--- src/rtl/word_packer_pkg.sv ---
// word_packer shared constants and helpers.
// Default geometry and overflow counter width.
package word_packer_pkg;

  localparam int WP_M_DEF     = 2;
  localparam int WP_DEPTH_DEF = 4;
  localparam int OVFCNT_W     = 8;

  function automatic int lvl_w(input int depth);
    return $clog2(depth) + 1;
  endfunction

endpackage

--- src/rtl/word_packer_if.sv ---
// word_packer bus: serial in, word out, status.
// master drives stream/ready/flush; slave is the packer.
interface word_packer_if
  import word_packer_pkg::*;
#(
  parameter int M     = WP_M_DEF,
  parameter int DEPTH = WP_DEPTH_DEF
);

  localparam int LW = lvl_w(DEPTH);

  logic          sin_valid;
  logic          sin_data;
  logic          flush;
  logic          word_valid;
  logic          word_ready;
  logic [M-1:0]  word_data;
  logic          full;
  logic          empty;
  logic [LW-1:0] level;
  logic          overflow;
`ifdef WORD_PACKER_OVFCNT_EN
  logic [OVFCNT_W-1:0] ovf_count;

  modport master (
    output sin_valid, sin_data, flush, word_ready,
    input  word_valid, word_data, full, empty,
    input  level, overflow, ovf_count
  );

  modport slave (
    input  sin_valid, sin_data, flush, word_ready,
    output word_valid, word_data, full, empty,
    output level, overflow, ovf_count
  );
`else
  modport master (
    output sin_valid, sin_data, flush, word_ready,
    input  word_valid, word_data, full, empty,
    input  level, overflow
  );

  modport slave (
    input  sin_valid, sin_data, flush, word_ready,
    output word_valid, word_data, full, empty,
    output level, overflow
  );
`endif

endinterface

--- src/rtl/word_packer_fifo.sv ---
// FWFT word FIFO: i_push/i_pop/i_flush, i_wdata in;
// o_rdata (head), o_full, o_empty, o_level out.
module word_packer_fifo
  import word_packer_pkg::*;
#(
  parameter int M     = WP_M_DEF,
  parameter int DEPTH = WP_DEPTH_DEF
) (
  input  logic                    clock,
  input  logic                    reset_n,
  input  logic                    i_push,
  input  logic                    i_pop,
  input  logic                    i_flush,
  input  logic [M-1:0]            i_wdata,
  output logic [M-1:0]            o_rdata,
  output logic                    o_full,
  output logic                    o_empty,
  output logic [lvl_w(DEPTH)-1:0] o_level
);

  localparam int AW = $clog2(DEPTH);
  localparam int LW = lvl_w(DEPTH);

  logic [M-1:0]  r_mem [DEPTH];
  logic [AW-1:0] r_wr;
  logic [AW-1:0] r_rd;
  logic [LW-1:0] r_level;
  logic          w_pop;
  logic          w_push;

  assign o_empty = (r_level == '0);
  assign o_full  = (r_level == LW'(DEPTH));
  assign o_level = r_level;
  assign o_rdata = r_mem[r_rd];

  // a pop frees a slot, so a full FIFO can still take a push
  assign w_pop  = i_pop && !o_empty;
  assign w_push = i_push && (!o_full || w_pop);

  always_ff @(posedge clock or negedge reset_n) begin
    if (!reset_n) begin
      for (int i = 0; i < DEPTH; i++) r_mem[i] <= '0;
      r_wr    <= '0;
      r_rd    <= '0;
      r_level <= '0;
    end else if (i_flush) begin
      r_wr    <= '0;
      r_rd    <= '0;
      r_level <= '0;
    end else begin
      if (w_push) begin
        r_mem[r_wr] <= i_wdata;
        r_wr        <= r_wr + 1'b1;
      end
      if (w_pop) r_rd <= r_rd + 1'b1;
      if (w_push && !w_pop) r_level <= r_level + 1'b1;
      else if (w_pop && !w_push) r_level <= r_level - 1'b1;
    end
  end

endmodule

--- src/rtl/word_packer.sv ---
// word_packer: packs LSB-first serial bits into M-bit words in a FIFO.
// Ports: clock, reset_n, bus (slave). Option: WORD_PACKER_OVFCNT_EN.
module word_packer
  import word_packer_pkg::*;
#(
  parameter int M     = WP_M_DEF,
  parameter int DEPTH = WP_DEPTH_DEF
) (
  input  logic         clock,
  input  logic         reset_n,
  word_packer_if.slave bus
);

  localparam int BW = $clog2(M);
  localparam int LW = lvl_w(DEPTH);

  logic [BW-1:0] r_bcnt;
  logic [M-1:0]  r_sreg;
  logic          r_overflow;
  logic [M-1:0]  w_word;
  logic          w_last;
  logic          w_full;
  logic          w_empty;
  logic          w_drop;
  logic [LW-1:0] w_level;

  // current bit merged in; equals the finished word on the last bit
  always_comb begin
    w_word         = r_sreg;
    w_word[r_bcnt] = bus.sin_data;
  end

  assign w_last = bus.sin_valid && (r_bcnt == BW'(M - 1));
  assign w_drop = w_last && w_full && !(bus.word_ready && !w_empty);

  word_packer_fifo #(
    .M     (M),
    .DEPTH (DEPTH)
  ) u_fifo (
    .clock   (clock),
    .reset_n (reset_n),
    .i_push  (w_last),
    .i_pop   (bus.word_ready),
    .i_flush (bus.flush),
    .i_wdata (w_word),
    .o_rdata (bus.word_data),
    .o_full  (w_full),
    .o_empty (w_empty),
    .o_level (w_level)
  );

  assign bus.word_valid = !w_empty;
  assign bus.full       = w_full;
  assign bus.empty      = w_empty;
  assign bus.level      = w_level;
  assign bus.overflow   = r_overflow;

  always_ff @(posedge clock or negedge reset_n) begin
    if (!reset_n) begin
      r_bcnt     <= '0;
      r_sreg     <= '0;
      r_overflow <= 1'b0;
    end else if (bus.flush) begin
      r_bcnt     <= '0;
      r_sreg     <= '0;
      r_overflow <= 1'b0;
    end else begin
      r_overflow <= w_drop;
      if (bus.sin_valid) begin
        if (w_last) begin
          r_bcnt <= '0;
          r_sreg <= '0;
        end else begin
          r_bcnt <= r_bcnt + 1'b1;
          r_sreg <= w_word;
        end
      end
    end
  end

`ifdef WORD_PACKER_OVFCNT_EN
  logic [OVFCNT_W-1:0] r_ovf_cnt;

  assign bus.ovf_count = r_ovf_cnt;

  always_ff @(posedge clock or negedge reset_n) begin
    if (!reset_n) begin
      r_ovf_cnt <= '0;
    end else if (bus.flush) begin
      r_ovf_cnt <= '0;
    end else if (w_drop && (r_ovf_cnt != '1)) begin
      r_ovf_cnt <= r_ovf_cnt + 1'b1;
    end
  end
`endif

endmodule

--- src/flat_wrapper.sv ---
// flat-port wrapper written by rule: the top's interface ports become plain ports
module word_packer_flat import word_packer_pkg::*;
#(
  parameter int M     = WP_M_DEF,
  parameter int DEPTH = WP_DEPTH_DEF
)
  (clock, reset_n, bus_sin_valid, bus_sin_data, bus_flush, bus_word_ready, bus_word_valid, bus_word_data, bus_full, bus_empty, bus_level, bus_overflow);
  word_packer_if #(.M(M), .DEPTH(DEPTH)) bus_i ();
  input  logic clock;
  input  logic reset_n;
  input wire logic [$bits(bus_i.sin_valid)-1:0] bus_sin_valid;
  input wire logic [$bits(bus_i.sin_data)-1:0] bus_sin_data;
  input wire logic [$bits(bus_i.flush)-1:0] bus_flush;
  input wire logic [$bits(bus_i.word_ready)-1:0] bus_word_ready;
  output wire logic [$bits(bus_i.word_valid)-1:0] bus_word_valid;
  output wire logic [$bits(bus_i.word_data)-1:0] bus_word_data;
  output wire logic [$bits(bus_i.full)-1:0] bus_full;
  output wire logic [$bits(bus_i.empty)-1:0] bus_empty;
  output wire logic [$bits(bus_i.level)-1:0] bus_level;
  output wire logic [$bits(bus_i.overflow)-1:0] bus_overflow;
  assign bus_i.sin_valid = bus_sin_valid;
  assign bus_i.sin_data = bus_sin_data;
  assign bus_i.flush = bus_flush;
  assign bus_i.word_ready = bus_word_ready;
  assign bus_word_valid = bus_i.word_valid;
  assign bus_word_data = bus_i.word_data;
  assign bus_full = bus_i.full;
  assign bus_empty = bus_i.empty;
  assign bus_level = bus_i.level;
  assign bus_overflow = bus_i.overflow;
  word_packer #(.M(M), .DEPTH(DEPTH)) u_core (.clock(clock), .reset_n(reset_n), .bus(bus_i));
endmodule
--- config.mk ---
export PLATFORM = sky130hd
export DESIGN_NAME = word_packer_flat
export DESIGN_NICKNAME = d
export VERILOG_FILES = /design/src/rtl/word_packer_pkg.sv /design/src/rtl/word_packer_if.sv /design/src/rtl/word_packer_fifo.sv /design/src/rtl/word_packer.sv /design/src/flat_wrapper.sv
export SDC_FILE = /design/constraint.sdc
export NUM_CORES = 1
export LEC_CHECK = 0
export ABC_AREA = 1
export CORE_AREA = 2 2 56 58
export DETAILED_ROUTE_END_ITERATION = 10
export DIE_AREA = 0 0 58 60
export MAX_ROUTING_LAYER = met4
export PLACE_DENSITY_LB_ADDON = 0.25
export RECOVER_POWER = 100
export SLEW_MARGIN = 15
export SYNTH_ARGS = -nofsm -noshare
export SYNTH_HDL_FRONTEND = slang
export SYNTH_SLANG_ARGS = --single-unit
--- constraint.sdc ---
create_clock -name clock -period 2 [get_ports clock]
set_input_delay 0.2 -clock clock [delete_from_list [all_inputs] [get_ports clock]]
set_output_delay 0.2 -clock clock [all_outputs]
set_load 0.03 [all_outputs]
==> flow_summary.json, run 1 <==
{
  "status": "finished, final reports clean",
  "antenna_found_initial": 0,
  "min_period_ns": 1.770,
  "synth_top_area_share_pct": 43.93,
  "die_h_microns": 60,
  "post_cts_buffers": 0,
  "ios": 15,
  "min_period_over_period_pct": 88.51,
  "cts_buffers": 3,
  "dp_slack_ns": 0.01347,
  "nNetsFinal": 175,
  "netlist_area_sq_mm": 0.001082,
  "synth_fp_nets": 153,
  "tightest_slew_ns": 1.021,
  "htree_levels": 1,
  "grt_pass1_vias": 849,
  "clock_latency_ns": 0.29,
  "wl_per_cell_microns": 10.71,
  "hold_viol_final": 0,
  "finClkSkew_ns": 0.006278,
  "synthDistinctLibCells": 21,
  "critical_path.startpoint_type": "primary input",
  "track_usage_pct": 13.79,
  "cts.clk_slew.worst_paths_ns": 0.11,
  "crit_path_max_fanout": 4,
  "holdCritPathClass": "reg -> reg",
  "criticalPathCategory": "in -> reg",
  "dp.final_hpwl_microns": 1694,
  "drc": 0,
  "irDropWorstVdd_mv": 0.8498,
  "maxCapViolCount": 0,
  "syn_inst": 142,
  "initial_utilization_pct": 37.28,
  "routabilityCongestion": 0.7871,
  "die_area_sq_mm": 0.003480,
  "p_leak_nw": 0.6751,
  "fp.coreArea_sq_mm": 0.002903,
  "yosysSeqAreaShare_pct": 43.93,
  "ant_nets": 0,
  "firstDrtPassIters": 5,
  "worstPathRequired_ns": 2.19,
  "slew_headroom_pct": 31.92,
  "drive_gt1_share_pct": 8.589,
  "grt_overflow": 0,
  "fin_tns_setup_ns": 0,
  "end_kind": "register",
  "routed_wl_microns": 2099,
  "postLayoutCellArea_sq_mm": 0.001261,
  "setup_violations": 0,
  "power_w": 0.001500,
  "syn2layout_area_growth_pct": 16.53,
  "place_area_sq_mm": 0.001286,
  "drt_iter0_markers": 36,
  "setup_slack_ns": 0.2298,
  "slew_violations": 0,
  "die_w_microns": 58,
  "worstPathArrival_ns": 1.96,
  "synth_area_leaders": "dfrtp_1, nand2_1, inv_1",
  "viasPerCell": 4.577,
  "fmax_ghz": 0.5649,
  "portBuffers": 14,
  "rows": 20,
  "avgSynthCellArea_sq_um": 7.622,
  "vias": 897,
  "rsz0062_at_grt": "false",
  "antenna_cells": 0,
  "dp_cells": 192,
  "clockBufferDepth": 2,
  "grt_max_degree": 20,
  "cts_tree": "done",
  "grt_pass1_wl_microns": 3567,
  "yosys_warnings": 0,
  "fillers": 314,
  "power_density_mw_per_mm2": 1189,
  "root_buffer": "clkbuf_4",
  "final_cells": 196,
  "yosys.area.top_type": "dfrtp_1",
  "cts.sink_count": 19,
  "synth_seq_cells": 19
}
[where the power goes]
group	switching, W	total [W]	internal [W]
registers	0.0000778	0.000527	0.000449
logic	0.000537	0.000784	0.000247
clock network	0.000115	0.000190	0.0000744
total	0.000730	0.00150	0.000770
[state kept, by name, indices dropped and copies added (netlist names)]
| register | flops |
|---|---|
| u_core.r_sreg | 2 |
| u_core.u_fifo.r_wr | 2 |
| u_core.u_fifo.r_rd | 2 |
| u_core.u_fifo.r_mem | 8 |
| u_core.u_fifo.o_level | 3 |
| u_core.r_bcnt | 1 |
| u_core.bus.overflow | 1 |
[placed cells by master, fill, tap and decap left out, types with 3 or more instances in the layout]
cell type / Yosys / final
nor3_1: 3 / 3
inv_1: 23 / 24
dfrtp_1: 19 / 18
nand3_1: 6 / 7
nand2_1: 49 / 50
dlygate4sd3_1: 0 / 7
clkbuf_1: 0 / 5
clkbuf_4: 0 / 3
o22ai_1: 3 / 3
nor2_1: 10 / 10
ha_1: 4 / 4
o21ai_0: 9 / 9
[layout make-up]
class                      instances  area [sq um]  area share, %
multi-input combinational         96         479.2          38.00
sequential                        19         476.7          37.80
timing repair buffer              17         133.9          10.62
inverter                          27         102.6          8.135
tap                               33         41.29          3.274
clock buffer                       3         22.52          1.786
clock inverter                     1         5.005         0.3968
[per-stage QoR]
step | utilization [%] | hold slack, ns
3_5_place_dp | 44.31 | 0.4545
5_1_grt | 43.45 | 0.5099
2_1_floorplan | - | -0.09559
3_3_place_gp | 44.31 | 0.4552
6_report | 43.45 | 0.4790
4_1_cts | 45.17 | 0.2244
[routing by layer]
| metal | up-vias | wire length [microns] | track usage, % |
|---|---|---|---|
| met2 | 16 | 977 | 21.27 |
| li1 | 475 | - | - |
| met3 | 2 | 96 | 3.896 |
| met4 | 0 | 7 | 2.990 |
| met5 | - | 0 | - |
| met1 | 404 | 1018 | 18.13 |
[kinds of logic after synthesis]
family | count (synthesis) | share of synthesized area (%)
and+or+nand+nor | 76 | 32.02
buffers and inverters | 27 | 9.595
DFF | 19 | 43.93
AOI/OAI and AO/OA | 14 | 7.167
adders and majority gates | 5 | 6.474
xor gates and xnor gates | 1 | 0.8094
[worst max-delay path: stages]
cell and delay (ns):
dlygate4sd3_1 0.64, inv_2 0.08, nand3_2 0.07, nand3_1 0.11, inv_1 0.06, fa_1 0.38, inv_1 0.07, nand2_1 0.05
nand2_1 0.07, inv_1 0.04, nand2_1 0.05, nand2_1 0.04, nand2_1 0.06, nand2_1 0.05
[cells in the mapped netlist, drive strengths merged]
cell type,count
ha,4
dfrtp,19
inv,27
o21ai,9
fa,1
nand3,8
nor2,11
nor3,3
nand4,1
nand2,53
o22ai,3
a21oi,2
xor2,1
[path summary, 6_finish.rpt]
check | start | to | slack (ns) | cells past startpoint
hold reg to reg | u_core.u_fifo.r_mem[2] | u_core.u_fifo.r_mem[2] | 0.48 | 2
max in group asynchronous | reset_n | u_core.u_fifo.o_level[2] | 0.73 | 2
min in group asynchronous | reset_n | u_core.u_fifo.r_mem[1] | 0.58 | 2
hold / removal | u_core.u_fifo.r_mem[2] | u_core.u_fifo.r_mem[2] | 0.48 | 2
setup / recovery | bus_word_ready | u_core.u_fifo.o_level[2] | 0.23 | 14
setup reg to reg | u_core.u_fifo.o_level[1] | u_core.u_fifo.o_level[2] | 0.24 | 14
[timing repair]
action,4_1_cts,5_1_grt
endpoints found under the hold margin,0,0
hold buffers,0,0
endpoints found under the setup margin,2,4
gates resized for setup,2,4
Power figures use the tool's default switching activity.
==> run 2, diff against run 1 <==
Clock period 2 ns to 2.1 ns, I/O delays scaled along.
==> flow_summary.json, run 2 (same netlist as run 1, synthesis figures left out) <==
{
  "status": "finished, final reports clean",
  "dr_wl_met3_microns": 100,
  "dr_wl_met2_microns": 1028,
  "hold_start": "u_core.u_fifo.r_mem[3]",
  "cts_buffers": 3,
  "firstDrtPassIters": 4,
  "rr_startpoint": "u_core.u_fifo.o_level[2]",
  "routed_wl_microns": 2137,
  "hold_path_end": "u_core.u_fifo.r_mem[3]",
  "grt_pass1_wl_microns": 3739,
  "dp_cells": 190,
  "die_h_microns": 60,
  "cts.sink_count": 19,
  "tightest_slew_ns": 1.030,
  "final_cell_mix": "nand2_1, inv_1, dfrtp_1",
  "slew_headroom_pct": 31.31,
  "setup_violations": 0,
  "rrSetupSlack_ns": 0.26,
  "end_kind": "output port",
  "root_buffer": "clkbuf_4",
  "syn2layout_area_growth_pct": 17.11,
  "final_util_pct": 43.66,
  "vias": 910,
  "cts.clk_slew.worst_paths_ns": 0.11,
  "routabilityCongestion": 0.8571,
  "worstPathRequired_ns": 1.89,
  "wl_per_cell_microns": 11.02,
  "fmax_ghz": 0.5079,
  "whs_path_depth": 2,
  "drc": 0,
  "die_area_sq_mm": 0.003480,
  "fin_tns_setup_ns": 0,
  "track_usage_pct": 14.42,
  "hold_viol_final": 0,
  "initial_utilization_pct": 37.28,
  "die_w_microns": 58,
  "portBuffers": 14,
  "final_cells": 194,
  "highest_layer": "met3",
  "antenna_cells": 0,
  "rsz0062_at_grt": "false",
  "grt_pass1_vias": 873,
  "m1WireLength_microns": 1008,
  "worstPathArrival_ns": 1.76,
  "dp_slack_ns": 0.02820,
  "finClkSkew_ns": 0.0007617,
  "setup_slack_ns": 0.1313,
  "fp.coreArea_sq_mm": 0.002903,
  "holdCritPathClass": "reg -> reg",
  "maxCapViolCount": 0,
  "grt_max_degree": 20,
  "critical_path.startpoint_type": "register",
  "power_density_mw_per_mm2": 1180,
  "r2r_cells": 14,
  "antenna_found_initial": 0,
  "slew_violations": 0,
  "viasPerCell": 4.691,
  "cts_tree": "done",
  "drt_iter0_markers": 37,
  "drive_gt1_share_pct": 7.453,
  "ios": 15,
  "clock_latency_ns": 0.30,
  "clockBufferDepth": 2,
  "min_period_ns": 1.969,
  "min_period_over_period_pct": 93.75,
  "largest_reg_flops": 8,
  "crit_path_max_fanout": 5,
  "p_leak_nw": 0.6623,
  "nNetsFinal": 173,
  "irDropWorstVdd_mv": 0.7610,
  "largest_register": "u_core.u_fifo.r_mem",
  "ctsHoldBuffers": 0,
  "ant_nets": 0,
  "final_common_cell": "nand2_1",
  "criticalPathCategory": "reg -> out",
  "rows": 20,
  "dp.final_hpwl_microns": 1674,
  "htree_levels": 1,
  "timing.rr.end": "u_core.u_fifo.o_level[2]",
  "grt_overflow": 0
}
run 2: what timing repair did:
item / CTS / global route
endpoints found under the setup margin: 0 / 2
setup buffers: 0 / 0
resized for setup: 0 / 2
run 2: area by class of cell:
| cell class | instances | area, sq um |
|---|---|---|
| fill | 301 | 1635 |
| multi-input combinational | 96 | 489.2 |
| sequential | 19 | 475.5 |
| timing repair buffer | 15 | 131.4 |
| inverter | 27 | 102.6 |
| tap | 33 | 41.29 |
| clock buffer | 3 | 22.52 |
| clock inverter | 1 | 5.005 |
run 2: worst max-delay path by stage:
stage	startpoint	end	cells after the start
3_3_place_gp	bus_word_ready	u_core.u_fifo.o_level[2]	14
6_report	u_core.u_fifo.o_level[1]	bus_empty	4
3_5_place_dp	bus_word_ready	u_core.u_fifo.o_level[2]	14
5_1_grt	u_core.u_fifo.o_level[1]	bus_empty	4
4_1_cts	u_core.u_fifo.r_rd[0]	bus_word_data[0]	4
2_1_floorplan	u_core.u_fifo.o_level[2]	u_core.u_fifo.o_level[2]	14
run 2: through the flow:
stage / hold WS, ns / power (W) / cell area (sq um)
after floorplan: -0.08559 / 0.001063 / 1082
after global placement: 0.4553 / 0.001355 / 1271
after detailed placement: 0.4599 / 0.001371 / 1271
after CTS: 0.2333 / 0.001564 / 1299
after global routing: 0.5099 / 0.001620 / 1267
final: 0.4850 / 0.001495 / 1267
run 2: worst max-delay path, cell delays in order (launching register included):
cell             delay, ns
dfrtp_1               0.46
nor2_4                0.15
nand2_2               0.11
inv_1                 0.07
clkdlybuf4s50_1       0.66
run 2: routing by layer:
layer,track usage (%),up-vias
li1,-,472
met1,17.26,421
met2,24.51,17
met3,4.545,0
met4,1.993,0
met5,-,-
run 2: where the power goes:
group	internal [W]	total (W)	switching, W	leakage (nW)
registers	0.000425	0.000502	0.0000763	0.259
clock network	0.0000710	0.000188	0.000117	0.0177
logic	0.000281	0.000805	0.000524	0.386
total	0.000778	0.00149	0.000717	0.662
==> run 3, diff against run 2 <==
Settings changed: ABC_AREA 1 to 0, CAP_MARGIN set to 20.
==> flow_summary.json, run 3 <==
{
  "dp.final_hpwl_microns": 1471,
  "hold_viol_final": 0,
  "routed_wl_microns": 1936,
  "rows": 20,
  "yosysSeqAreaShare_pct": 43.23,
  "p_sw_share_pct": 41.60,
  "grt_pass1_vias": 779,
  "wl_per_cell_microns": 13.35,
  "pwr-share-clk_pct": 13.8,
  "finClkSkew_ns": 0.002362,
  "final_util_pct": 44.70,
  "min_period_over_period_pct": 93.95,
  "dp_slack_ns": 0.01415,
  "maxCapViolCount": 0,
  "async_flop_share_pct": 100.0,
  "grt_overflow": 0,
  "critical_path.startpoint_type": "register",
  "syn_inst": 91,
  "track_usage_pct": 13.58,
  "synth_most_common_cell": "dfrtp_1",
  "antenna_found_initial": 0,
  "vias": 733,
  "crit_path_max_fanout": 6,
  "synth_fp_nets": 102,
  "synth_seq_cells": 19,
  "yosys.area.top_type": "dfrtp_1",
  "initial_utilization_pct": 37.89,
  "min_period_ns": 1.973,
  "die_h_microns": 60,
  "routabilityCongestion": 0.8035,
  "setup_slack_ns": 0.1271,
  "fp.coreArea_sq_mm": 0.002903,
  "firstDrtPassIters": 3,
  "root_buffer": "clkbuf_4",
  "final_common_cell": "dfrtp_1",
  "ys.flop_type": "dfrtp_1",
  "grt_pass1_wl_microns": 3519,
  "worstPathRequired_ns": 1.89,
  "fmax_ghz": 0.5069,
  "sequentialPowerShare_pct": 37.8,
  "htree_levels": 1,
  "worstPathArrival_ns": 1.76,
  "nNetsFinal": 124,
  "drive_gt1_share_pct": 27.68,
  "rsz0062_at_grt": "false",
  "tightest_slew_ns": 1.038,
  "holdCritPathClass": "reg -> reg",
  "die_area_sq_mm": 0.003480,
  "setup_violations": 0,
  "p_leak_nw": 0.6025,
  "ios": 15,
  "slew_violations": 0,
  "grt_max_degree": 20,
  "largest_reg_flops": 8,
  "antenna_cells": 0,
  "cts.clk_slew.worst_paths_ns": 0.11,
  "final_cell_mix": "dfrtp_1, mux2_2, nor2_1",
  "end_kind": "output port",
  "ant_nets": 0,
  "cts_tree": "done",
  "cts_buffers": 3,
  "fin_tns_setup_ns": 0,
  "cts.sink_count": 19,
  "syn2layout_area_growth_pct": 17.97,
  "p_sw_w": 0.0005565,
  "avgSynthCellArea_sq_um": 12.09,
  "irDropWorstVdd_mv": 0.6383,
  "synth_top_area_share_pct": 43.23,
  "clockBufferDepth": 2,
  "slew_headroom_pct": 30.82,
  "netlist_area_sq_mm": 0.001100,
  "synth-edff-count": 0,
  "synth_area_leaders": "dfrtp_1, mux2_2, nor3b_4",
  "yosys_warnings": 0,
  "synthDistinctLibCells": 30,
  "internal_power_w": 0.0007813,
  "synth_commonest_cells": "dfrtp_1, mux2_2, nor2_1, inv_1",
  "status": "finished, final reports clean",
  "portBuffers": 14,
  "p_comb_share_pct": 48.5,
  "whs_ns": 0.5124,
  "drc": 0,
  "viasPerCell": 5.055,
  "criticalPathCategory": "reg -> out",
  "power_density_mw_per_mm2": 1031,
  "clock_latency_ns": 0.29,
  "drt_iter0_markers": 21,
  "die_w_microns": 58,
  "largest_register": "u_core.u_fifo.r_mem"
}
## run 3: cell count changes in the layout (fill, tap and decap cells not counted), moves of 5 or more
cell / previous run / this run
mux2_2: 0 / 12
o21ai_0: 9 / 1
nand2_1: 51 / 2
nand3_1: 6 / 1
inv_1: 23 / 6
## run 3: final timing paths
kind                                     startpoint                        to  slack (ns)  cells after the start
min in group asynchronous                   reset_n  u_core.u_fifo.o_level[2]        0.60                      2
max in group asynchronous                   reset_n  u_core.u_fifo.o_level[0]        0.80                      2
max                        u_core.u_fifo.o_level[1]            bus_word_valid        0.13                      2
min                          u_core.u_fifo.r_mem[4]    u_core.u_fifo.r_mem[4]        0.51                      1
max reg2reg                u_core.u_fifo.o_level[0]  u_core.u_fifo.o_level[2]        0.13                      6
min reg2reg                  u_core.u_fifo.r_mem[4]    u_core.u_fifo.r_mem[4]        0.51                      1
## run 3: final cells by class
cell class | count | area (sq um)
clock buffer | 3 | 22.52
clock inverter | 1 | 5.005
fill | 282 | 1605
inverter | 6 | 22.52
multi-input combinational | 62 | 559.3
sequential | 19 | 478.0
tap | 33 | 41.29
timing repair buffer | 21 | 168.9
## run 3: stage by stage
step	instance area, sq um	power (W)	cells
finish	1297	0.001338	145
global route	1297	0.001428	145
detailed placement	1318	0.001223	141
floorplan	1115	0.0009703	91
global placement	1318	0.001213	141
CTS	1343	0.001401	145
## run 3: worst max-delay path, stage by stage, from the launching register on
cell and delay, ns:
dfrtp_1 0.46, or3_1 0.41, clkdlybuf4s50_1 0.60
## run 3: logic make-up after synthesis
group           Yosys count  share of synthesized area (%)
xor+xnor                  5                          3.983
simple gates             28                          18.09
flops                    19                          43.23
compound gates            7                          4.437
buf+inv                  10                          4.778
mux                      17                          19.11
fa+ha+maj                 5                          6.371
## run 3: repair_timing
item | in CTS | in global routing
resized for setup | 2 | 1
hold buffers | 0 | 0
buffers inserted | 0 | 0
pin swaps | 0 | 0
cloned | 0 | 0
setup endpoints to repair | 2 | 1
## run 3: routing by layer
| metal | GRT usage, % | vias up | wire [microns] |
|---|---|---|---|
| li1 | - | 356 | - |
| met1 | 18.39 | 367 | 985 |
| met2 | 19.64 | 8 | 867 |
| met3 | 2.814 | 2 | 63 |
| met4 | 5.980 | 0 | 19 |
| met5 | - | - | 0 |
## run 3: power by group through the flow
stage | combinational [W] | clock, W | sequential (W)
global route | 0.000697 | 0.000216 | 0.000515
detailed placement | 0.000708 | 0 | 0.000515
global placement | 0.000701 | 0 | 0.000513
CTS | 0.000697 | 0.000195 | 0.000509
finish | 0.000648 | 0.000184 | 0.000505
floorplan | 0.000436 | 0 | 0.000534
